## src/rtl/pic_arbiter.sv

```systemverilog
// Priority interrupt controller: per-source config table, pending capture, three-state grant FSM.
// Define PIC_EDGE_DETECT_EN for rising-edge capture of irq_src; default build captures on level.
module pic_arbiter (
   input  logic       clk,
   input  logic       rst,
   input  logic [7:0] irq_src,
   input  logic       cfg_we,
   input  logic [2:0] cfg_addr,
   input  logic [7:0] cfg_wdata,
   output logic [7:0] cfg_rdata,
   input  logic [2:0] curr_pri,
   input  logic       int_ack,
   output logic [7:0] pic_out,
   output logic [7:0] pend_out
);

   localparam logic [1:0] ST_IDLE = 2'd0;
   localparam logic [1:0] ST_ARB  = 2'd1;
   localparam logic [1:0] ST_REQ  = 2'd2;

   logic [1:0] state_r;
   logic [1:0] state_nxt_s;
   logic [7:0] pending_r;
   logic [7:0] enable_r;
   logic [2:0] prio_r [8];
   logic [3:0] vec_r [8];
   logic [7:0] elig_s;
   logic       elig_any_r;
   logic [7:0] set_s;
   logic [7:0] clr_s;
   logic       win_found_s;
   logic [2:0] win_idx_s;
   logic [2:0] win_pri_s;
   logic [3:0] win_vec_s;
   logic [2:0] win_idx_r;

`ifdef PIC_EDGE_DETECT_EN
   logic [7:0] irq_prev_r;

   // History also loads during reset so a line held high across reset is not seen as a new edge.
   always_ff @(posedge clk) begin
      irq_prev_r <= irq_src;
   end

   assign set_s = irq_src & ~irq_prev_r;
`else
   assign set_s = irq_src;
`endif

   assign cfg_rdata = {enable_r[cfg_addr], prio_r[cfg_addr], vec_r[cfg_addr]};
   assign pend_out  = pending_r;

   // Configuration table: reset maps vector i to source i with everything disabled.
   always_ff @(posedge clk) begin
      if (rst) begin
         enable_r <= 8'h00;
         for (int i = 0; i < 8; i++) begin
            prio_r[i] <= 3'd0;
            vec_r[i]  <= 4'(i);
         end
      end else if (cfg_we) begin
         enable_r[cfg_addr] <= cfg_wdata[7];
         prio_r[cfg_addr]   <= cfg_wdata[6:4];
         vec_r[cfg_addr]    <= cfg_wdata[3:0];
      end
   end

   // Eligibility per source; priority 0 can never exceed curr_pri.
   always_comb begin
      elig_s = 8'h00;
      for (int i = 0; i < 8; i++) begin
         elig_s[i] = pending_r[i] & enable_r[i] & (prio_r[i] > curr_pri);
      end
   end

   // Winner search: strict compare while walking upward keeps ties on the lowest index.
   always_comb begin
      win_found_s = 1'b0;
      win_idx_s   = 3'd0;
      win_pri_s   = 3'd0;
      win_vec_s   = 4'd0;
      for (int i = 0; i < 8; i++) begin
         if (elig_s[i] && (prio_r[i] > win_pri_s)) begin
            win_found_s = 1'b1;
            win_idx_s   = 3'(i);
            win_pri_s   = prio_r[i];
            win_vec_s   = vec_r[i];
         end else begin
         end
      end
   end

   // Pending clear mask for the acknowledged winner.
   always_comb begin
      clr_s = 8'h00;
      if ((state_r == ST_REQ) && int_ack) begin
         clr_s[win_idx_r] = 1'b1;
      end else begin
         clr_s = 8'h00;
      end
   end

   // Next-state logic for the grant FSM.
   always_comb begin
      state_nxt_s = ST_IDLE;
      case (state_r)
         ST_IDLE: state_nxt_s = elig_any_r  ? ST_ARB  : ST_IDLE;
         ST_ARB:  state_nxt_s = win_found_s ? ST_REQ  : ST_IDLE;
         ST_REQ:  state_nxt_s = int_ack     ? ST_IDLE : ST_REQ;
         default: state_nxt_s = ST_IDLE;
      endcase
   end

   // FSM state, pending capture (set beats ack-clear) and the registered grant word.
   always_ff @(posedge clk) begin
      if (rst) begin
         state_r    <= ST_IDLE;
         pending_r  <= 8'h00;
         elig_any_r <= 1'b0;
         win_idx_r  <= 3'd0;
         pic_out    <= 8'h00;
      end else begin
         state_r    <= state_nxt_s;
         pending_r  <= (pending_r & ~clr_s) | set_s;
         elig_any_r <= |elig_s;
         case (state_r)
            ST_ARB: begin
               if (win_found_s) begin
                  win_idx_r <= win_idx_s;
                  pic_out   <= {1'b1, win_pri_s, win_vec_s};
               end else begin
                  pic_out   <= 8'h00;
               end
            end
            ST_REQ: begin
               if (int_ack) begin
                  pic_out <= 8'h00;
               end
            end
            default: pic_out <= 8'h00;
         endcase
      end
   end

endmodule

```

## config.mk

```make
export PLATFORM = sky130hd
export DESIGN_NAME = pic_arbiter
export DESIGN_NICKNAME = d
export VERILOG_FILES = /design/src/rtl/pic_arbiter.sv
export SDC_FILE = /design/constraint.sdc
export NUM_CORES = 1
export LEC_CHECK = 0
export CORE_MARGIN = 2
export CORE_UTILIZATION = 28
export DETAILED_ROUTE_END_ITERATION = 8
export GPL_TIMING_DRIVEN = 0
export PLACE_DENSITY = 0.46
export SYNTH_ARGS = -nofsm -noshare
export SYNTH_HDL_FRONTEND = slang
export SYNTH_SLANG_ARGS = --single-unit
```

## constraint.sdc

```tcl
create_clock -name clk -period 44.4 [get_ports clk]
set_clock_uncertainty 0.1 [all_clocks]
set_input_delay 11.1 -clock clk [delete_from_list [all_inputs] [get_ports clk]]
set_output_delay 11.1 -clock clk [all_outputs]
set_load 0.01 [all_outputs]
```

## Yosys cells after proc, flatten, opt, wreduce, memory -nomap -nowiden

Memory sizes are Yosys's and may differ from the RTL's.
Cells that the tools add are included.

- Magnitude comparators: 20
- Equality and inequality tests: 3
- Muxes and demuxes: 57
- Bitwise logic cells: 19
- Reduce and logical (&&, ||, !) cells: 16

Operators by type and width:

| operator | count |
|---|---|
| $mux 3 | 17 |
| $gt 3x3->1 | 15 |
| $mux 4 | 9 |
| $mux 8 | 3 |
| $mux 1 | 20 |
| $and 1x1->1 | 16 |
| $pmux 8 s2 | 1 |
| $logic_and 1x1->1 | 11 |
| $and 8x8->8 | 1 |
| $bwmux 8 | 1 |
| $lt 3x4->1 const B | 2 |
| $not 8->8 | 1 |
| $or 8x8->8 | 1 |
| $reduce_or 8->1 | 1 |
| $demux 1 s3 | 2 |
| $ge 3x1->1 const B | 2 |
| $pmux 2 s3 | 1 |
| $mux 2 | 2 |
| $reduce_or 4->1 | 1 |
| $bmux 1 s3 | 1 |
| $gt 3x1->1 const B | 1 |
| $reduce_or 3->1 | 1 |
| $eq 2x1->1 const B | 1 |
| $eq 2x2->1 const B | 1 |
| 3 further kinds | 3 |

- Bits in registers: 30
- RAM bits: 56
- Output and inout bits: 24
- Memories kept: 2

Memories:

| name | words | width | read ports | clocked after Yosys merged registers in | wr ports | RTL line | RTL |
|---|---|---|---|---|---|---|---|
| vec_r | 8 | 4 | 9 | 0 | 8 | 26 | `logic [3:0] vec_r [8];` |
| prio_r | 8 | 3 | 9 | 0 | 8 | 25 | `logic [2:0] prio_r [8];` |

## Logic depth before layout (Yosys ltp)

Gate-level depths: netlist of run 1.
An unclocked memory read counts as a cell.

- Depth after elaboration: 28
- Mapped depth: 65

## Worst setup path after synthesis of run 1

OpenSTA, ideal clock, no wires.

- Path type: in2out
- Start point: in cfg_addr[0]
- End point: out cfg_rdata[4]
- Arrival time: 12430 ps
- Data required time: 33200 ps
- Setup slack: 20770 ps
- Cell stages on the path: 6
- Path buffers: 1
- Cells stage by stage: clkbuf_1 nor3b_1 inv_1 o22ai_1 a221oi_1 nand3_1

- Word-level cells in the longest chain between the ends: 1

RTL lines:

| item | RTL line | RTL |
|---|---|---|
| start, declared | 8 | `input logic [2:0] cfg_addr,` |
| $mem_v2 8x3 | n/a |  |
| end, declared | 10 | `output logic [7:0] cfg_rdata,` |

Every way passes these cells.

## Worst setup path in the final report of run 1

Same ends and word-level chain as after synthesis.

==> results of run 1 <==
[metrics by stage]
step                hold slack, ns  area, um2
floorplan                    0.348       5610
detailed placement           0.349       6380
CTS                          0.356       6660
global placement             0.343       6370
finish                       0.352       6670
global route                 0.381       6670
[worst max-delay path by stage]
stage,from,endpoint,slack (ns),depth (start not counted)
detailed placement,cfg_addr[0],cfg_rdata[4],19.30,7
global placement,cfg_addr[0],cfg_rdata[4],19.29,7
floorplan,cfg_addr[0],cfg_rdata[4],20.77,6
CTS,cfg_addr[0],cfg_rdata[4],19.30,7
global route,curr_pri[1],win_idx_r[1],18.64,60
finish,cfg_addr[0],cfg_rdata[4],19.18,7
[report_power, final]
| group | leakage (nW) | switching (W) | total, W | internal, W |
|---|---|---|---|---|
| Clock | 0.140 | 0.0000321 | 0.0000721 | 0.0000399 |
| Combinational | 1.54 | 0.0000153 | 0.0000265 | 0.0000112 |
| Sequential | 0.789 | 0.00000482 | 0.0000944 | 0.0000895 |
| Total | 2.47 | 0.0000522 | 0.000193 | 0.000141 |
[synthesized netlist by cell type (4+ instances only)]
master    count
nand2_1      45
o31ai_1       7
o22ai_1       6
nand4_1       5
a22oi_1      24
ha_1         39
or3_1        16
o21ai_0      27
nand2b_1      6
inv_1        42
nor3_1        6
a21o_1       18
and3_1        6
a311oi_1      4
and2_1       47
a22o_1        5
dfxtp_1      30
a31oi_1       6
nand3_1      16
nor2_1       36
nor2b_1       7
mux2_2        8
a221oi_1      7
edfxtp_1     56
clkbuf_1     15
a21oi_1      27
a211oi_1      7
[worst reg2reg max path, delay by kind of cell, from the launching register on]
family                     cells  cell delay [ns]
and+or+nand+nor               18             3.17
buffers and inverters          9             1.56
muxes                          2             0.75
adders and majority gates      9             2.69
DFF                            1             0.47
AOI/OAI and AO/OA             21             5.01
[final cells by class]
cell class	instances	share of cell area
multi-input cells	433	0.464
inverters	43	0.0242
well taps	265	0.0497
clock inverters	5	0.00600
flip-flops and latches	86	0.342
plain buffers	21	0.0129
repair buffers	43	0.0645
clock buffers	11	0.0364
[sequential cells by signal, summed over array words and instances (netlist names)]
register	flops
state_r	2
pic_out	8
vec_r	32
prio_r	24
win_idx_r	3
elig_any_r	1
pend_out	8
enable_r	8
[logic make-up after synthesis]
logic type,after synthesis
DFF,86
adders and majority gates,41
AOI/OAI and AO/OA,171
and+or+nand+nor,211
buffers and inverters,64
muxes,10
[placed cells by master (no fill, tap or decap), drive strengths merged, types with 3 or more instances in the layout]
cell,Yosys,layout
edfxtp,56,56
and2,48,48
nand2,45,45
inv,43,45
clkdlybuf4s50,0,43
ha,39,39
nor2,37,37
dfxtp,30,30
o21ai,28,28
a21oi,28,28
clkbuf,15,26
a22oi,24,24
a21o,19,19
nand3,17,17
or3,16,16
a211oi,10,10
mux2,9,9
nor2b,8,8
o31ai,8,8
a221oi,7,7
nor3,7,7
a31oi,6,6
and3,6,6
nand2b,6,6
o22ai,6,6
buf,6,6
nand4,5,5
a22o,5,5
a311oi,5,5
nor3b,4,4
o2111ai,4,4
o311ai,3,3
nor4,3,3
clkinv,0,3
[metal layers]
metal,part of all wire,routed length [um],GRT usage
met1,0.46,8060,0.211
met2,0.47,8280,0.280
met3,0.042,749,0.0304
met4,0.032,568,0.0721
met5,0,0,0
==> impl_results.md, run 1 <==
- Outcome: complete, no violations
- Synth Area in XOR/XNOR: 0
- Initial DRC count: 233
- Worst hold path type: flop to flop
- Post-CTS Setup Bufs: 0
- I/O pin cnt: 50
- Number of synthesized flops with an enable pin: 56
- Cell Pwr Density: 28.9 mW/mm2
- Synth Area in Compound Gates: 0.235
- Clock-pin slew on the worst setup and hold paths: 0.06 ns
- Core Area: 0.0196 mm2
- Total global routing overflow: 0
- Clk buf depth: 2
- Worst R2R Path Depth: 59
- Post-Syn Instances: 583
- Final core utilization: 0.340
- Worst slew margin: 0.0677
- Min Tclk post-route: 25.22 ns
- Max-Cap Viols: 0
- All-Layer GR Usage: 0.167
- LEAKAGE: 2.47 nW
- Final-stage net count: 702
- FP Rows: 51
- Largest net degree at the start of global routing: 16
- Adder-cell share of the synthesized area: 0.0906
- Largest family of logic cells by synthesized area: compound AO/OA/AOI/OAI gates
- Final setup fails: 0
- # placed instances: 891
- Top post-synthesis cells by area: edfxtp_1, dfxtp_1, ha_1
- Fill cells: 2016
- Area of the multi-input gates: 0.00309 mm2
- Mux cell area share after synthesis: 0.0205
- Ant diodes: 0
- Hold_buf cts: 0
- Synth Register Bits: 86
- R2R Path End: win_idx_r[1]
- Total power: 0.000193 W
- Area delta synth->final: 18.9%
- Measured slew at the worst slew-check pin: 1.40 ns
- Post-Place Setup Slack: 19.30 ns
- Crit path DAT: 14.02 ns
- Reg2Reg Setup Slack: 30.58 ns
- Buf/Inv on CP: 3
- Fmax: 0.0396 GHz
- CTS Sinks: 86
- GP Congestion: 0.928
- First drt pass iteration count: 5
- DRC: 0
- CTS Buf Count: 9
- Unrepaired setup endpoints after global routing: false
- Area leader, netlist: edfxtp_1
- Layout cells sized above 1: 0.0841
- Crit path max fanout: 9
- Die Wd: 146 um
- Worst Setup Path Type: primary input to output port
- IO buf count: 43
- Synth unique cells: 73
- Final Hold Viols: 0
- Sequential Area: 0.00228 mm2
- Number of cells on the worst hold path: 2
- Synth Warn #: 0
- Via density: 5.24
- Chip height: 146 um
- Critical path capture point type: output port
- Synth top area share: 0.300
- Critical Path RT: 33.20 ns
- WL final: 17.7 mm
- Worst-skew pair later-pin latency: 0.35 ns
- Initial antenna violation count: 0
- Finished Layout Cells: 907
- Post-CTS Resized: 0
- Final worst slack: 19.18 ns
- Reg2reg start: prio_r[0][1]
- Worst path cell trace: clkbuf_1 -> nor3b_1 -> inv_1 -> o22ai_1 -> a221oi_1 -> nand3_1 -> clkdlybuf4s50_1
- Die Area: 0.0212 mm2
- Post-synth ARST share: 0
- Critical path's top delay family: simple AND/OR/NAND/NOR gates
- Post-synthesis sequential area ratio: 0.407
- First-pass GRT wire length: 26.9 mm
- Synth Area in Simple Gates: 0.203
- Critical path's largest stage delay: 1.15 ns
- Htree depth: 3
- Worst path slowest cell: nor3b_1
- Detail Route Antenna Nets: 0
- Fin crit share: 0.568
- Ys flop type: edfxtp_1
- Vias in the first global route: 4715
- HPWL Detailed: 13.9 mm
- Hold Path End: pic_out[6]
- Critical path launch point type: primary input
- CTS Root Cell: clkbuf_16
- Mean Syn Cell Area: 9.62 um2
- VDD IR-drop max: 0.0190 mV
- Cell Area, Synth: 0.00561 mm2
- Worst hold path startpoint: pic_out[6]
- Max-slew violation count: 0
- Initial Utilization: 0.286
- Syn_nets: 648
- DR vias: 4754
- Final TNS setup: 0 ns
- TritonCTS clock tree: done
- WL/cell: 19.5 um
(Power assumes the default switching activity.)
==> inputs of run 2 (changes only) <==
Clock period 44.4 ns to 24.4 ns, I/O delays scaled along.
==> results of run 2 <==
The final DEF is identical to that of run 1. Status: complete, no violations.
Main changes from that run: setup slack after placement 19.30 ns -> 4.42 ns; setup slack after layout 19.18 ns -> 4.60 ns; start point of the critical path cfg_addr[0] -> curr_pri[1]; end point of the critical path cfg_rdata[4] -> win_idx_r[1]; register-to-register setup slack 30.58 ns -> 10.58 ns; total power 0.000193 W -> 0.000351 W; worst IR drop on VDD 0.0190 mV -> 0.0345 mV
